$ cat config.mk
export PLATFORM = sky130hd
export DESIGN_NAME = spi_share_arbiter
export DESIGN_NICKNAME = d
export VERILOG_FILES = /design/src/rtl/spi_share_pkg.sv /design/src/rtl/spi_req_port.sv /design/src/rtl/spi_share_arbiter.sv
export SDC_FILE = /design/constraint.sdc
export NUM_CORES = 1
export LEC_CHECK = 0
export ABC_AREA = 1
export BUFFER_PORTS_ARGS = -buffer_cell sky130_fd_sc_hd__clkbuf_2
export CORE_MARGIN = 2
export CORE_UTILIZATION = 40
export CTS_CLUSTER_DIAMETER = 80
export DETAILED_ROUTE_END_ITERATION = 7
export PLACE_DENSITY = 0.62
export SLEW_MARGIN = 20
export SYNTH_ARGS = -nofsm -noshare
export SYNTH_HDL_FRONTEND = slang
export SYNTH_HIERARCHICAL = 1
export SYNTH_SLANG_ARGS = --single-unit
$ cat constraint.sdc
create_clock -name clk_sys -period 3.25 [get_ports clk_sys]
set_input_delay 0.65 -clock clk_sys [delete_from_list [all_inputs] [get_ports clk_sys]]
set_output_delay 0.65 -clock clk_sys [all_outputs]
set_load 0.005 [all_outputs]
$ cat src/rtl/spi_share_pkg.sv
// Shared types and constants for the SD-card SPI share arbiter.
// Latency: n/a (types and constants only).
// Backpressure: n/a.
package spi_share_pkg;

   // Which requester currently owns (or last owned) the byte engine.
   typedef enum logic [1:0] {
      OWN_NONE = 2'd0,
      OWN_A    = 2'd1,
      OWN_B    = 2'd2
   } owner_e;

   typedef enum logic [1:0] {
      IDLE   = 2'd0,
      LOCKED = 2'd1,
      XFER   = 2'd2
   } state_e;

   // Engine strobe to engine idle: 16 half-bit cycles plus 1 cycle of margin.
   localparam int XFER_CYCLES_DEF = 17;

   // Byte shifted out on a read strobe.
   localparam logic [7:0] RX_FILL = 8'hFF;

endpackage

$ cat src/rtl/spi_req_port.sv
// One requester's front end: strobe acceptance, one-deep pending latch, busy, read-ahead byte.
// Latency: a strobe is visible on pend_vld in the same cycle; busy rises on the next cycle.
// Backpressure: strobes are dropped while busy is high or enable is low.
//
// Ports: clk_sys/reset; enable; tx/rx/din from the requester; hold keeps an
// in-flight pending alive through enable-low; done clears pending at transfer end;
// ld_en/ld_dat load the read-ahead register; pend_vld/pend_tx/pend_dat to the
// arbiter; busy and dout back to the requester.
module spi_req_port
   import spi_share_pkg::*;
(
   input  logic       clk_sys,
   input  logic       reset,
   input  logic       enable,
   input  logic       tx,
   input  logic       rx,
   input  logic [7:0] din,
   input  logic       hold,
   input  logic       done,
   input  logic       ld_en,
   input  logic [7:0] ld_dat,
   output logic       pend_vld,
   output logic       pend_tx,
   output logic [7:0] pend_dat,
   output logic       busy,
   output logic [7:0] dout
);

   logic       pend_q, pend_d;
   logic       tx_q, tx_d;
   logic [7:0] dat_q, dat_d;
   logic [7:0] dout_q, dout_d;
   logic       accept;

   always_comb begin
      accept = enable & (tx | rx) & ~pend_q;
      pend_d = pend_q;
      tx_d   = tx_q;
      dat_d  = dat_q;
      if (accept) begin
         pend_d = 1'b1;
         tx_d   = tx;                     // tx wins over a simultaneous rx
         dat_d  = tx ? din : RX_FILL;
      end else if (done) begin
         pend_d = 1'b0;
      end else if (!enable && !hold) begin
         pend_d = 1'b0;                   // deselect flushes anything not yet on the wire
      end
      dout_d = ld_en ? ld_dat : dout_q;
   end

   always_ff @(posedge clk_sys or posedge reset) begin
      if (reset) begin
         pend_q <= 1'b0;
         tx_q   <= 1'b0;
         dat_q  <= 8'h00;
         dout_q <= RX_FILL;
      end else begin
         pend_q <= pend_d;
         tx_q   <= tx_d;
         dat_q  <= dat_d;
         dout_q <= dout_d;
      end
   end

   // A fresh strobe is offered to the arbiter in its own cycle so an already
   // granted owner gets its engine strobe one cycle later.
   assign pend_vld = pend_q | accept;
   assign pend_tx  = accept ? tx : tx_q;
   assign pend_dat = accept ? (tx ? din : RX_FILL) : dat_q;
   assign busy     = pend_q;
   assign dout     = dout_q;

endmodule

$ cat src/rtl/spi_share_arbiter.sv
// Shares one SPI byte engine between requester A (CPU port) and B (boot loader); owns card chip-select.
// Latency: strobe N -> engine strobe N+1 (N+2 when a grant is needed) -> busy low XFER_CYCLES later.
// Backpressure: one pending strobe per requester; non-owner strobes wait with busy high until ownership passes.
//
// Ports: clk_sys/reset/enable; a_*/b_* requester interfaces (ss_n, tx, rx, din,
// dout, busy, grant); eng_tx/eng_rx/eng_din/eng_dout to the byte engine; spi_ss to the card.
module spi_share_arbiter
   import spi_share_pkg::*;
#(
   parameter int XFER_CYCLES = XFER_CYCLES_DEF
) (
   input  logic       clk_sys,
   input  logic       reset,
   input  logic       enable,
   input  logic       a_ss_n,
   input  logic       a_tx,
   input  logic       a_rx,
   input  logic [7:0] a_din,
   output logic [7:0] a_dout,
   output logic       a_busy,
   output logic       a_grant,
   input  logic       b_ss_n,
   input  logic       b_tx,
   input  logic       b_rx,
   input  logic [7:0] b_din,
   output logic [7:0] b_dout,
   output logic       b_busy,
   output logic       b_grant,
   output logic       eng_tx,
   output logic       eng_rx,
   output logic [7:0] eng_din,
   input  logic [7:0] eng_dout,
   output logic       spi_ss
);

   localparam int            CW       = (XFER_CYCLES > 2) ? $clog2(XFER_CYCLES) : 1;
   localparam logic [CW-1:0] CNT_LOAD = CW'(XFER_CYCLES - 1);

   state_e        state_q, state_d;
   owner_e        owner_q, owner_d;
   owner_e        prev_owner_q, prev_owner_d;
   owner_e        last_win_q, last_win_d;
   owner_e        win;
   logic [CW-1:0] cnt_q, cnt_d;
   logic          eng_tx_q, eng_tx_d;
   logic          eng_rx_q, eng_rx_d;
   logic [7:0]    eng_din_q, eng_din_d;
   logic          a_grant_q, a_grant_d;
   logic          b_grant_q, b_grant_d;

   logic       a_pend_vld, a_pend_tx, b_pend_vld, b_pend_tx;
   logic [7:0] a_pend_dat, b_pend_dat;
   logic       a_req, b_req;
   logic       own_pend, own_tx, own_ss_n;
   logic [7:0] own_dat;
   logic       eng_stb, capture, xfer_end;

   assign a_req    = a_pend_vld | ~a_ss_n;
   assign b_req    = b_pend_vld | ~b_ss_n;
   assign eng_stb  = eng_tx_q | eng_rx_q;
   // The engine shows the previous transfer's result while this one starts.
   assign capture  = (state_q == XFER) & eng_stb;
   assign xfer_end = (state_q == XFER) & ~eng_stb & (cnt_q == '0);

   spi_req_port u_port_a (
      .clk_sys  (clk_sys),
      .reset    (reset),
      .enable   (enable),
      .tx       (a_tx),
      .rx       (a_rx),
      .din      (a_din),
      .hold     ((state_q == XFER) && (owner_q == OWN_A)),
      .done     (xfer_end && (owner_q == OWN_A)),
      .ld_en    (capture && (prev_owner_q == OWN_A)),
      .ld_dat   (eng_dout),
      .pend_vld (a_pend_vld),
      .pend_tx  (a_pend_tx),
      .pend_dat (a_pend_dat),
      .busy     (a_busy),
      .dout     (a_dout)
   );

   spi_req_port u_port_b (
      .clk_sys  (clk_sys),
      .reset    (reset),
      .enable   (enable),
      .tx       (b_tx),
      .rx       (b_rx),
      .din      (b_din),
      .hold     ((state_q == XFER) && (owner_q == OWN_B)),
      .done     (xfer_end && (owner_q == OWN_B)),
      .ld_en    (capture && (prev_owner_q == OWN_B)),
      .ld_dat   (eng_dout),
      .pend_vld (b_pend_vld),
      .pend_tx  (b_pend_tx),
      .pend_dat (b_pend_dat),
      .busy     (b_busy),
      .dout     (b_dout)
   );

   always_comb begin
      own_pend = 1'b0;
      own_tx   = 1'b0;
      own_dat  = RX_FILL;
      own_ss_n = 1'b1;
      case (owner_q)
         OWN_A: begin
            own_pend = a_pend_vld;
            own_tx   = a_pend_tx;
            own_dat  = a_pend_dat;
            own_ss_n = a_ss_n;
         end
         OWN_B: begin
            own_pend = b_pend_vld;
            own_tx   = b_pend_tx;
            own_dat  = b_pend_dat;
            own_ss_n = b_ss_n;
         end
         default: ;
      endcase
   end

   always_comb begin
      state_d      = state_q;
      owner_d      = owner_q;
      prev_owner_d = prev_owner_q;
      last_win_d   = last_win_q;
      cnt_d        = cnt_q;
      eng_tx_d     = 1'b0;
      eng_rx_d     = 1'b0;
      eng_din_d    = eng_din_q;
      a_grant_d    = a_grant_q;
      b_grant_d    = b_grant_q;
      win          = OWN_NONE;
      case (state_q)
         IDLE: begin
            if (enable && (a_req || b_req)) begin
               if (a_req && b_req) begin
                  // Tie: alternate, so only ties move the last winner.
                  win        = (last_win_q == OWN_B) ? OWN_A : OWN_B;
                  last_win_d = win;
               end else begin
                  win = a_req ? OWN_A : OWN_B;
               end
               state_d   = LOCKED;
               owner_d   = win;
               a_grant_d = (win == OWN_A);
               b_grant_d = (win == OWN_B);
            end
         end
         LOCKED: begin
            if (!enable || (!own_pend && own_ss_n)) begin
               state_d   = IDLE;
               owner_d   = OWN_NONE;
               a_grant_d = 1'b0;
               b_grant_d = 1'b0;
            end else if (own_pend) begin
               state_d   = XFER;
               eng_tx_d  = own_tx;
               eng_rx_d  = ~own_tx;
               eng_din_d = own_dat;
            end
         end
         XFER: begin
            if (eng_stb) begin
               cnt_d        = CNT_LOAD;
               prev_owner_d = owner_q;
            end else if (cnt_q == '0) begin
               if (enable) begin
                  state_d = LOCKED;
               end else begin
                  state_d = IDLE;
                  owner_d = OWN_NONE;
               end
            end else begin
               cnt_d = cnt_q - 1'b1;
            end
         end
         default: state_d = IDLE;
      endcase
      if (!enable) begin
         a_grant_d = 1'b0;
         b_grant_d = 1'b0;
      end
   end

   always_ff @(posedge clk_sys or posedge reset) begin
      if (reset) begin
         state_q      <= IDLE;
         owner_q      <= OWN_NONE;
         prev_owner_q <= OWN_NONE;
         last_win_q   <= OWN_B;
         cnt_q        <= '0;
         eng_tx_q     <= 1'b0;
         eng_rx_q     <= 1'b0;
         eng_din_q    <= 8'h00;
         a_grant_q    <= 1'b0;
         b_grant_q    <= 1'b0;
      end else begin
         state_q      <= state_d;
         owner_q      <= owner_d;
         prev_owner_q <= prev_owner_d;
         last_win_q   <= last_win_d;
         cnt_q        <= cnt_d;
         eng_tx_q     <= eng_tx_d;
         eng_rx_q     <= eng_rx_d;
         eng_din_q    <= eng_din_d;
         a_grant_q    <= a_grant_d;
         b_grant_q    <= b_grant_d;
      end
   end

   assign eng_tx  = eng_tx_q;
   assign eng_rx  = eng_rx_q;
   assign eng_din = eng_din_q;
   assign a_grant = a_grant_q;
   assign b_grant = b_grant_q;
   // Chip-select follows the owner's request directly; deselect is immediate on enable low.
   assign spi_ss  = (!enable || (state_q == IDLE)) ? 1'b1 : own_ss_n;

endmodule

# [After elaboration in Yosys (flattened, before gate mapping)]
# Index checks and enable logic that the tools add are counted.
[classes] add_sub_neg=1 eq_ne=19 n_mux=50 n_bitwise=21 reduce_logical=30
[ops] operator="2-to-1 mux 8 bit" count=4
[ops] operator="2-to-1 mux 2 bit" count=15
[ops] operator="2-to-1 mux 1 bit" count=21
[ops] operator="one-hot mux 8 bit (2 select lines)" count=1
[ops] operator="inequality test 2 bit (second input constant)" count=6
[ops] operator="one-hot mux 2 bit (3 select lines)" count=2
[ops] operator="logical AND 1 bit" count=11
[ops] operator="equality test 2 bit (second input constant)" count=5
[ops] operator="2-to-1 mux 5 bit" count=2
[ops] operator="one-hot mux 1 bit (2 select lines)" count=5
[ops] operator="inequality test 3 bit (second input constant)" count=3
[ops] operator="AND reduction 3 bit" count=3
[ops] operator="nonzero test 3 bit" count=3
[ops] operator="equality test 2 x 1 -> 1 bit (second input constant)" count=4
[ops] operator="AND 1 bit" count=7
[ops] operator="inverter 1 bit" count=7
[ops] operator="OR 1 bit" count=7
[ops] operator="AND reduction 6 bit" count=1
[ops] operator="zero test 5 bit" count=1
[ops] operator="subtractor 5 x 1 -> 5 bit (second input constant)" count=1
[ops] operator="zero test 1 bit" count=4
[ops] operator="AND reduction 2 bit" count=2
[ops] operator="AND reduction 4 bit" count=1
[ops] operator="logical OR 1 bit" count=3
[ops] operator="other kinds (2)" count=2
[word_totals] regBits=61 inputBits=33 out_inout_bits=31 wordCells=139

# [Logic depth before layout (Yosys ltp)]
[depth] ltp_word=13 mapped_depth=11 ltp_nobuf=10

# [By module]
# The synthesis kept the hierarchy.
[by_module_without_submodules] module="spi_req_port" instances=2 cells_per_inst=85 area_per_inst_um2=824.5 seq_area_each_um2=460.4
[by_module_without_submodules] module="spi_share_arbiter" instances=1 cells_per_inst=195 area_per_inst_um2=1520.2 seq_area_each_um2=626.9

# [Least setup slack after synthesis]
# Ideal clock, no wire load.
[synth_path] path_kind="register to output" start="register owner_q[0]" end="output port spi_ss" arrival_ps=1366 slack_ps=1234 stages_incl_launch_ff=6 path_cell_list="dfrtp_1 inv_1 ha_1 inv_2 nand3_1 or3b_2"
[synth_via] elab_chain_len=3
[synth_lines] element="from (decl)" line="spi_share_arbiter.sv:40" text="owner_e owner_q, owner_d;"
[synth_lines] element="from (signal assigned)" line="spi_share_arbiter.sv:201" text="owner_q <= owner_d;"
[synth_lines] element="equality test 2 bit / equality test 2 x 1 -> 1 bit (equally long branches)" line="spi_share_arbiter.sv:106" text="case (owner_q)"
[synth_lines] element="one-hot mux 1 bit (2 select lines) *" line="spi_share_arbiter.sv:106"
[synth_lines] element="2-to-1 mux 1 bit *" line="spi_share_arbiter.sv:219" text="assign spi_ss = (!enable || (state_q == IDLE)) ? 1'b1 : own_ss_n;"
[synth_lines] element="to (decl)" line="spi_share_arbiter.sv:33" text="output logic spi_ss"
# Every way passes the cells marked *; elsewhere a longest branch is shown, timed or not.

# [Final worst setup path]
# Same ends and word-level chain as after synthesis.

==> flow_summary_export.csv <==
group,metric,value,unit
floorplan,design.core.area,0.00769,mm²
route,dr.first_iter.drc_count,81,
route,detailedRoute.firstPassIterationCount,5,
synth,seq_area_frac_synth,48.8,%
power,power.density_cell_area,716,mW/mm²
critical_path,start_kind,"flop",
layout,area_of_the_multi_input_gates,0.00136,mm²
sta,clock_skew,8.08,ps
clock_network,cts-root-to-sink-buffers,2,
critical_path,cp_max_fo,5,
floorplan,floorplan.die_area,0.00865,mm²
clock_network,ctsHtreeMaxLevel,3,
placement,dp.final_hpwl,5020,µm
floorplan,chipWidth,93.0,µm
placement,dp_worst_setup_slack,837,ps
power,leakage,2.07,nW
clock_network,cts.repair.resized,0,
synth,mean_area_per_synthesized_cell,8.68,µm²
layout,finalNetCount,472,
floorplan,floorplan.io_pins,64,
synth,postSynthNetCount,406,
sta,timing.final.crit_period,2630,ps
synth,yosys.area.top_type,"sky130_fd_sc_hd__dfrtp_1",
layout,mostFrequentLayoutCell,"sky130_fd_sc_hd__nand2_1",
critical_path,cp_slowest_stage_delay,450,ps
route,routed_via_density,4.65,
sta,period_share,80.9,%
flow_run,max_cap_violations,0,
critical_path,worst-setup-path-type,"reg -> out",
grt,grt_overflow,0,
floorplan,die_height,93.0,µm
synth,syn_area,0.00317,mm²
grt,maximum_number_of_pins_on_one_net_before_global_route_repair,26,
grt,number_of_antenna_violations_at_the_first_check_in_global_routing,0,
clock_network,clk_latency,330,ps
floorplan,initial_core_util,41.2,%
critical_path,critical_path.endpoint_type,"primary output",
sta,slew-limit-headroom,50.2,%
layout,layout-area-overhead-vs-synth,19.1,%
floorplan,placementRows,32,
layout,layout.area.seq,0.00155,mm²
synth,number_of_warning_messages_in_the_yosys_log,6,
sta,final_critical_path_setup_slack,621,ps
power,total_power,2.70,mW
grt,grt_pass1_vias,2558,
grt,grt_first_pass_wirelength,11800,µm
synth,yosys_register_bits,61,
clock_network,numCtsBuffers,9,
route,avgRoutedWirePerCell,12.3,µm
critical_path,cp_data_arrival_time,1980,ps
sta,timing.final.setup_violations,0,
synth,post_synth_num_cell_types,31,
sta,rsz0062_at_grt,"false",
clock_network,worst_setup_hold_path_clk_slew,70,ps
layout,n_antenna_cell,0,
grt,grt.total_usage,17.4,%
sta,slew_viol_final,0,
hold_path,min-delay-path-class,"in -> async",
clock_network,numClockSinks,61,
status,result_of_the_run,"finished clean",
layout,final_cell_mix,"sky130_fd_sc_hd__nand2_1, sky130_fd_sc_hd__clkbuf_2, sky130_fd_sc_hd__inv_1, sky130_fd_sc_hd__dfrtp_1, sky130_fd_sc_hd__nor2_1",
route,route.vias.total,2503,
sta,worst-slew-pin-transition,746,ps
clock_network,cts-root-buf,"sky130_fd_sc_hd__clkbuf_8",
placement,place_congestion,0.855,
sta,timing_hold_violations_final,0,
synth,yosys.area.top_type_share,34.7,%
clock_network,tritoncts,"yes",
route,remaining_drc_errors,0,
critical_path,cp_num_buf_inv,3,
route,drtAntennaViolNets,0,
critical_path,critical_path.cell_chain,"inv_1 > ha_1 > inv_2 > nand3_1 > or3b_2 > clkbuf_2",
layout,drive_gt1_share,32.3,%
critical_path,cpLargestDelayFamily,"simple AND/OR/NAND/NOR gates",
critical_path,cpMaxStageDelayCell,"sky130_fd_sc_hd__or3b_2",
placement,placement.io_buffers,63,
route,postRouteWirelength,6640,µm
layout,final_util,49.1,%
clock_network,post_cts_hold_buffer_count,0,
synth,yosys-top-cells-area,"sky130_fd_sc_hd__dfrtp_1, sky130_fd_sc_hd__dfstp_2, sky130_fd_sc_hd__nand2_1, sky130_fd_sc_hd__mux2_2, sky130_fd_sc_hd__inv_1",
layout,nFillCells,745,
critical_path,timing.critical_path.required,2600,ps
clock_network,cts_setup_buffers,0,
sta,tns,0,ps
synth,synthCells,365,
sta,maximum_clock_frequency,380,MHz
power,irDropWorstVdd,0.283,mV
==> worst register-to-register path, stage by stage (launching register included) <==
cell	delay (ps)
sky130_fd_sc_hd__dfrtp_1	420
sky130_fd_sc_hd__inv_1	90
sky130_fd_sc_hd__ha_1	360
sky130_fd_sc_hd__o21ai_1	270
sky130_fd_sc_hd__nor2_1	600
sky130_fd_sc_hd__mux2_2	410
==> where the power goes <==
part | internal, mW | switching [mW]
Combinational | 0.363 | 0.584
Sequential | 0.945 | 0.0985
Clock | 0.416 | 0.296
Total | 1.72 | 0.978
==> metrics by stage <==
step                area [µm²]  hold WS (ps)  instances
floorplan                 3170           438        365
global placement          3560           456        522
detailed placement        3560           464        522
CTS                       3770           438        538
global route              3770           424        538
finish                    3770           376        538
==> final cells by class <==
class	instances	area share (%)
clock buffers	13	4.47
clock inverters	3	1.13
well taps	102	3.38
repair buffers	64	8.55
multi-input cells	240	36.0
inverters	55	5.50
flip-flops and latches	61	41.0
==> cell usage after synthesis <==
cell	number
sky130_fd_sc_hd__dfstp_2	17
sky130_fd_sc_hd__a22o_1	5
sky130_fd_sc_hd__nor3_1	2
sky130_fd_sc_hd__inv_1	48
sky130_fd_sc_hd__nor2_8	2
sky130_fd_sc_hd__nand2_1	104
sky130_fd_sc_hd__o21bai_1	2
sky130_fd_sc_hd__ha_1	8
sky130_fd_sc_hd__clkinv_2	1
sky130_fd_sc_hd__mux2_2	19
sky130_fd_sc_hd__or3b_2	1
sky130_fd_sc_hd__buf_4	2
sky130_fd_sc_hd__o21a_1	1
sky130_fd_sc_hd__inv_2	6
sky130_fd_sc_hd__nor2_2	2
sky130_fd_sc_hd__o21ai_1	5
sky130_fd_sc_hd__nand3_1	27
sky130_fd_sc_hd__buf_2	6
sky130_fd_sc_hd__buf_6	1
sky130_fd_sc_hd__o22ai_1	3
sky130_fd_sc_hd__nand3_2	1
sky130_fd_sc_hd__mux2_4	2
sky130_fd_sc_hd__nand3_4	3
sky130_fd_sc_hd__or2_2	1
sky130_fd_sc_hd__nand2_2	6
sky130_fd_sc_hd__a21oi_1	3
sky130_fd_sc_hd__nor3b_1	1
sky130_fd_sc_hd__nor2_1	28
sky130_fd_sc_hd__dfrtp_1	44
sky130_fd_sc_hd__o21ai_0	12
sky130_fd_sc_hd__nand4_1	2
==> state kept, by name, indices dropped and copies added, names as in the netlist, 2 cells and up <==
name,count
u_port_a/dat_q,8
u_port_b/dat_q,8
last_win_q,2
eng_din,8
state_q,2
prev_owner_q,2
cnt_q,5
owner_q,2
u_port_a/dout,8
u_port_b/dout,8
==> final timing paths <==
kind                                         start                           end  slack, ps  cells past startpoint
setup reg to reg            state_q[0]$_DFFE_PP0P_  u_port_a/dout[1]$_DFFE_PP1P_       1030                      5
hold / removal                               reset        eng_din[5]$_DFFE_PP0P_        380                      2
max in group asynchronous                    reset     u_port_a/busy$_DFFE_PP0P_       2320                      2
hold reg to reg            u_port_b/tx_q$_DFF_PP0_       u_port_b/tx_q$_DFF_PP0_        480                      2
setup / recovery            owner_q[0]$_DFFE_PP0P_                        spi_ss        620                      6
min in group clk_sys       u_port_b/tx_q$_DFF_PP0_       u_port_b/tx_q$_DFF_PP0_        480                      2
==> metal layers <==
layer	track usage [%]	part of all wire, %	wire [µm]
met2	26.2	43	2850
met3	4.43	5.3	354
met4	7.84	1.8	119
met1	23.8	50	3320
met5	0	0	0
==> cells by family (layout without fill, tap and decap cells) <==
group           count (synthesis)  in the layout  share of synthesized area [%]
simple gates                  180            180                           26.1
fa+ha+maj                       8              8                           3.16
buf+inv                        64            135                           8.33
mux                            21             21                           7.70
compound gates                 31             31                           5.84
flops                          61             61                           48.8
Note: power is estimated with default switching activity, not from simulation.
